==> src/rtl/seg7_scan_controller.sv <==
// Scan controller for an N-digit common-cathode 7-segment display sharing one BCD decoder.
// Optional leading-zero blanking is enabled by defining SEG7_SCAN_LZB_EN.
module seg7_scan_controller #(
  parameter int NUM_DIGITS   = 4,
  parameter int DWELL_CYCLES = 1000,
  parameter int GUARD_CYCLES = 2
) (
  input  logic                    clk,
  input  logic                    rst,
  input  logic                    load_valid,
  output logic                    load_ready,
  input  logic [4*NUM_DIGITS-1:0] load_bcd,
  output logic [3:0]              bcd_out,
  input  logic [6:0]              seg_in,
  output logic [6:0]              seg_out,
  output logic [NUM_DIGITS-1:0]   digit_en,
  output logic                    frame_done
);

  localparam int CNT_MAX = (DWELL_CYCLES > GUARD_CYCLES) ? DWELL_CYCLES : GUARD_CYCLES;
  localparam int CW      = $clog2(CNT_MAX + 1);
  localparam int IW      = (NUM_DIGITS > 1) ? $clog2(NUM_DIGITS) : 1;
  localparam int DW      = 4 * NUM_DIGITS;

  localparam logic [CW-1:0] GUARD_LAST = CW'(GUARD_CYCLES - 1);
  localparam logic [CW-1:0] DWELL_LAST = CW'(DWELL_CYCLES - 1);
  localparam logic [IW-1:0] IDX_LAST   = IW'(NUM_DIGITS - 1);

  typedef enum logic [0:0] {
    S_GUARD = 1'b0,
    S_SHOW  = 1'b1
  } state_t;

  function automatic logic [3:0] nibble_at(input logic [DW-1:0] v, input logic [IW-1:0] idx);
    logic [3:0] r;
    r = 4'h0;
    for (int i = 0; i < NUM_DIGITS; i++) begin
      if (idx == IW'(i)) begin
        r = v[4*i +: 4];
      end
    end
    return r;
  endfunction

  function automatic logic [NUM_DIGITS-1:0] onehot(input logic [IW-1:0] idx);
    logic [NUM_DIGITS-1:0] r;
    for (int i = 0; i < NUM_DIGITS; i++) begin
      r[i] = (idx == IW'(i));
    end
    return r;
  endfunction

`ifdef SEG7_SCAN_LZB_EN
  // Digit idx>0 is blanked when its nibble and every higher nibble are zero.
  function automatic logic lz_blank(input logic [DW-1:0] v, input logic [IW-1:0] idx);
    logic r;
    logic zero_above;
    r          = 1'b0;
    zero_above = 1'b1;
    for (int i = NUM_DIGITS - 1; i >= 1; i--) begin
      if (v[4*i +: 4] != 4'h0) begin
        zero_above = 1'b0;
      end
      if (idx == IW'(i)) begin
        r = zero_above;
      end
    end
    return r;
  endfunction
`endif

  state_t            state_r, state_nxt_s;
  logic [IW-1:0]     idx_r, idx_nxt_s;
  logic [CW-1:0]     cnt_r, cnt_nxt_s;
  logic [DW-1:0]     active_r, active_nxt_s;
  logic [DW-1:0]     shadow_r, shadow_nxt_s;
  logic              pending_r, pending_nxt_s;
  logic              commit_s, accept_s, enter_show_s, blank_s;
  logic              frame_done_nxt_s;
  logic [NUM_DIGITS-1:0] digit_en_nxt_s;
  logic [6:0]        seg_nxt_s;

  // Scan sequencing: guard gap, then dwell, then advance to the next digit.
  always_comb begin
    state_nxt_s = state_r;
    idx_nxt_s   = idx_r;
    cnt_nxt_s   = cnt_r;
    case (state_r)
      S_GUARD: begin
        if (cnt_r == GUARD_LAST) begin
          state_nxt_s = S_SHOW;
          cnt_nxt_s   = {CW{1'b0}};
        end else begin
          cnt_nxt_s = cnt_r + CW'(1'b1);
        end
      end
      S_SHOW: begin
        if (cnt_r == DWELL_LAST) begin
          state_nxt_s = S_GUARD;
          cnt_nxt_s   = {CW{1'b0}};
          if (idx_r == IDX_LAST) begin
            idx_nxt_s = {IW{1'b0}};
          end else begin
            idx_nxt_s = idx_r + IW'(1'b1);
          end
        end else begin
          cnt_nxt_s = cnt_r + CW'(1'b1);
        end
      end
      default: begin
        state_nxt_s = S_GUARD;
        idx_nxt_s   = {IW{1'b0}};
        cnt_nxt_s   = {CW{1'b0}};
      end
    endcase
  end

  // Load handshake and tear-free frame commit from shadow to active.
  always_comb begin
    commit_s = (state_r == S_SHOW) && (idx_r == IDX_LAST) && (cnt_r == DWELL_LAST);
    accept_s = load_valid && load_ready;
    if (accept_s) begin
      shadow_nxt_s  = load_bcd;
      pending_nxt_s = 1'b1;
    end else if (commit_s) begin
      shadow_nxt_s  = shadow_r;
      pending_nxt_s = 1'b0;
    end else begin
      shadow_nxt_s  = shadow_r;
      pending_nxt_s = pending_r;
    end
    if (commit_s && pending_r) begin
      active_nxt_s = shadow_r;
    end else begin
      active_nxt_s = active_r;
    end
  end

  // Digit enable and segment capture; seg_in is stable since bcd_out held through the guard.
  always_comb begin
    enter_show_s     = (state_r == S_GUARD) && (state_nxt_s == S_SHOW);
    frame_done_nxt_s = (state_nxt_s == S_SHOW) && (idx_nxt_s == IDX_LAST) &&
                       (cnt_nxt_s == DWELL_LAST);
`ifdef SEG7_SCAN_LZB_EN
    blank_s = lz_blank(active_r, idx_r);
`else
    blank_s = 1'b0;
`endif
    if (enter_show_s) begin
      digit_en_nxt_s = blank_s ? {NUM_DIGITS{1'b0}} : onehot(idx_r);
      seg_nxt_s      = seg_in;
    end else if (state_nxt_s == S_SHOW) begin
      digit_en_nxt_s = digit_en;
      seg_nxt_s      = seg_out;
    end else begin
      digit_en_nxt_s = {NUM_DIGITS{1'b0}};
      seg_nxt_s      = 7'b000_0000;
    end
  end

  // State, data and registered outputs.
  always_ff @(posedge clk) begin
    if (rst) begin
      state_r    <= S_GUARD;
      idx_r      <= {IW{1'b0}};
      cnt_r      <= {CW{1'b0}};
      active_r   <= {DW{1'b0}};
      shadow_r   <= {DW{1'b0}};
      pending_r  <= 1'b0;
      load_ready <= 1'b1;
      bcd_out    <= 4'h0;
      seg_out    <= 7'b000_0000;
      digit_en   <= {NUM_DIGITS{1'b0}};
      frame_done <= 1'b0;
    end else begin
      state_r    <= state_nxt_s;
      idx_r      <= idx_nxt_s;
      cnt_r      <= cnt_nxt_s;
      active_r   <= active_nxt_s;
      shadow_r   <= shadow_nxt_s;
      pending_r  <= pending_nxt_s;
      load_ready <= !pending_nxt_s;
      bcd_out    <= nibble_at(active_nxt_s, idx_nxt_s);
      seg_out    <= seg_nxt_s;
      digit_en   <= digit_en_nxt_s;
      frame_done <= frame_done_nxt_s;
    end
  end

endmodule

==> config.mk <==
export PLATFORM = sky130hd
export DESIGN_NAME = seg7_scan_controller
export DESIGN_NICKNAME = d
export VERILOG_FILES = /design/src/rtl/seg7_scan_controller.sv
export SDC_FILE = /design/constraint.sdc
export NUM_CORES = 1
export LEC_CHECK = 0
export CAP_MARGIN = 20
export CORE_MARGIN = 10
export CORE_UTILIZATION = 53
export CTS_CLUSTER_SIZE = 8
export DETAILED_ROUTE_END_ITERATION = 8
export PLACE_DENSITY = 0.79
export SLEW_MARGIN = 30
export SYNTH_ARGS = -nofsm -noshare
export SYNTH_HDL_FRONTEND = slang
export SYNTH_SLANG_ARGS = --single-unit
==> constraint.sdc <==
create_clock -name clk -period 2.6 [get_ports clk]
set_input_delay 0.39 -clock clk [delete_from_list [all_inputs] [get_ports clk]]
set_output_delay 0.39 -clock clk [all_outputs]
set_load 0.01 [all_outputs]
==> results_dict.tcl <==
set metrics [dict create \
    status "finished clean" \
    clock_skew_ns 0.00570 \
    worstPathArrival_ns 2.57 \
    hold_end "shadow_r[13]$_SDFFE_PP0P_" \
    gp_congestion 0.853 \
    fp.dieW_um 91.6 \
    dr.pass1.iters 4 \
    hpwl_um 4370 \
    dp.cells 412 \
    gr-total-overflow 0 \
    slowest_delay_ns 0.71 \
    num-nets-final 385 \
    drc 0 \
    worst-setup-path-type "flop to flop" \
    drive_gt1_frac 0.0980 \
    power.leakage_nw 1.23 \
    path_clk_slew_ns 0.06 \
    path_depth 6 \
    cts_made_buffers 9 \
    wl_per_cell_um 13.9 \
    synthCells 310 \
    cts_root_buf "clkbuf_8" \
    tns_ns 0 \
    clock_sinks 63 \
    grt_pass1_vias 2310 \
    grt_first_pass_wirelength_um 10200 \
    synth_seq_cells 63 \
    die_h_um 91.6 \
    mostFrequentLayoutCells "65 x nand2_1, 63 x dfxtp_1, 41 x clkdlybuf4s50_1" \
    initialDrtViolationCount 103 \
    register_area_sq_um 1260 \
    syn_to_final_growth_pct 24.1 \
    grt_max_degree 32 \
    crit_slowest_cell "or4_2" \
    synth-async-reset-ratio 0 \
    cp.buffers_inverters 0 \
    cp.required_ns 2.81 \
    setup_viol 0 \
    clk_latency_ns 0.34 \
    worstSetupEndpointType "flop" \
    ctsHoldBuffers 0 \
    crit_chain "ha_1 > nand4bb_4 > or4_2 > and3_2 > o31ai_1 > a31oi_1" \
    final_common_cell "nand2_1" \
    synth.distinct_cells 45 \
    multi_input_area_sq_um 1340 \
    core_area_sq_um 5040 \
    synth-edff-count 0 \
    period_minus_slack_ns 2.35 \
    hold_viol_final 0 \
    synthFlopType "dfxtp_1" \
    die_area_sq_um 8400 \
    max-cap-violations 0 \
    r2r_slack_ns 0.25 \
    fillers 435 \
    fmax_ghz 0.425 \
    p_per_area_nw_per_um2 617 \
    fin_util 0.669 \
    antenna_found_initial 0 \
    reg2reg_to "bcd_out[1]$_SDFF_PP0_" \
    worstMarginPinSlew_ns 0.731 \
    cts_setup_buffers 0 \
    clk_path_buf_depth 2 \
    viasPerCell 5.38 \
    ir_drop_uv 420 \
    portBuffers 42 \
    final_cells 427 \
    reg2reg_from "cnt_r[0]$_SDFF_PP0_" \
    cts-resized-gates 0 \
    synth_area_per_cell_sq_um 8.77 \
    htreeDepth 3 \
    ant_nets 0 \
    num_vias 2299 \
    routed_wl_um 5920 \
    cp_max_fo 7 \
    syn_area_sq_um 2720 \
    start_util 0.539 \
    min_from "shadow_r[13]$_SDFFE_PP0P_" \
    diodes 0 \
    syn-num-nets 342 \
    rows 26 \
    slew_headroom 0.512 \
    hold_slack_ns 0.458 \
    yosys_warnings 0 \
    rsz0062_at_grt "false" \
    crit_family "simple AND/OR/NAND/NOR gates" \
    finalCritPeriodShare 0.905 \
    cts_tree "yes" \
    worstRegToRegCells 6 \
    io_pins 43 \
    critPathLaunchType "flop" \
    grt_usage 0.145 \
    hp-class "flop to flop" \
    drv_slew 0 \
    worstHoldPathCells 2 \
    yosysSeqAreaShare 0.464 \
]
[flip-flops by register name (all words and copies together), names as in the netlist]
register	count
shadow_r	16
state_r	1
frame_done	1
seg_out	7
pending_r	1
active_r	16
cnt_r	10
load_ready	1
idx_r	2
digit_en	4
bcd_out	4
[cell families after synthesis]
kind of cell | count (synthesis) | share of synthesized area
buf+inv | 21 | 0.0428
compound gates | 57 | 0.132
xor+xnor | 6 | 0.0193
simple gates | 139 | 0.248
flops | 63 | 0.464
fa+ha+maj | 6 | 0.0276
mux | 18 | 0.0667
[worst min-delay path: cells and delay by family (launching register included)]
| kind | cells | cell delay, ns |
|---|---|---|
| flops | 1 | 0.31 |
| simple gates | 1 | 0.05 |
| compound gates | 1 | 0.05 |
[synth_stat cells, types with 2 or more instances]
master / instances / area, sq um
a21oi_1: 27 / 135
a221o_1: 3 / 30.0
a22oi_1: 11 / 82.6
a31oi_1: 4 / 25.0
and3_1: 6 / 37.5
and3_2: 2 / 15.0
buf_6: 2 / 22.5
clkbuf_1: 12 / 45.0
clkbuf_8: 2 / 27.5
dfxtp_1: 63 / 1260
ha_1: 6 / 75.1
inv_1: 2 / 7.51
mux2i_1: 17 / 170
nand2_1: 65 / 244
nand2b_1: 2 / 12.5
nand3_1: 5 / 25.0
nand4_1: 2 / 12.5
nor2_1: 33 / 124
nor2b_1: 4 / 25.0
nor3_1: 5 / 25.0
nor4_1: 2 / 12.5
o21ai_0: 5 / 25.0
o31ai_1: 3 / 22.5
or4b_2: 2 / 20.0
xor2_1: 5 / 43.8
[metrics by stage]
| stage | worst slack, ns | area (sq um) | power [mW] |
|---|---|---|---|
| finish | 0.246 | 3380 | 2.08 |
| global route | 0.0598 | 3380 | 2.17 |
| global placement | 0.375 | 3180 | 1.26 |
| detailed placement | 0.269 | 3180 | 1.26 |
| floorplan | 0.446 | 2720 | 1.17 |
| CTS | 0.253 | 3380 | 2.10 |
[routing by layer]
metal | wire length (um) | vias up | GRT usage | part of all wire
met5 | 0 | - | 0 | 0
met1 | 2720 | 1057 | 0.168 | 0.46
met4 | 154 | 0 | 0.0796 | 0.026
li1 | - | 1161 | - | -
met2 | 2740 | 63 | 0.233 | 0.46
met3 | 301 | 18 | 0.0448 | 0.051
[how the worst max path moves through the flow]
| stage | from | end | slack [ns] |
|---|---|---|---|
| after floorplan | idx_r[0]$_SDFF_PP0_ | bcd_out[0]$_SDFF_PP0_ | 0.45 |
| after global placement | cnt_r[0]$_SDFF_PP0_ | bcd_out[1]$_SDFF_PP0_ | 0.37 |
| after detailed placement | cnt_r[0]$_SDFF_PP0_ | bcd_out[1]$_SDFF_PP0_ | 0.27 |
| after CTS | cnt_r[0]$_SDFF_PP0_ | bcd_out[1]$_SDFF_PP0_ | 0.25 |
| after global routing | cnt_r[0]$_SDFF_PP0_ | bcd_out[1]$_SDFF_PP0_ | 0.06 |
| final | cnt_r[0]$_SDFF_PP0_ | bcd_out[1]$_SDFF_PP0_ | 0.25 |
[layout make-up]
class                   instances  area share
repair buffers                 50       0.141
flip-flops and latches         63       0.374
clock inverters                 3      0.0126
multi-input cells             226       0.398
clock buffers                  12      0.0460
inverters                       3     0.00334
well taps                      70      0.0259
[power by group]
| part | total (mW) | switching (mW) | internal (mW) |
|---|---|---|---|
| clock network | 0.844 | 0.355 | 0.488 |
| registers | 1.03 | 0.0298 | 1.00 |
| logic | 0.205 | 0.104 | 0.101 |
| total | 2.08 | 0.490 | 1.59 |
Power figures use the tool's default switching activity.
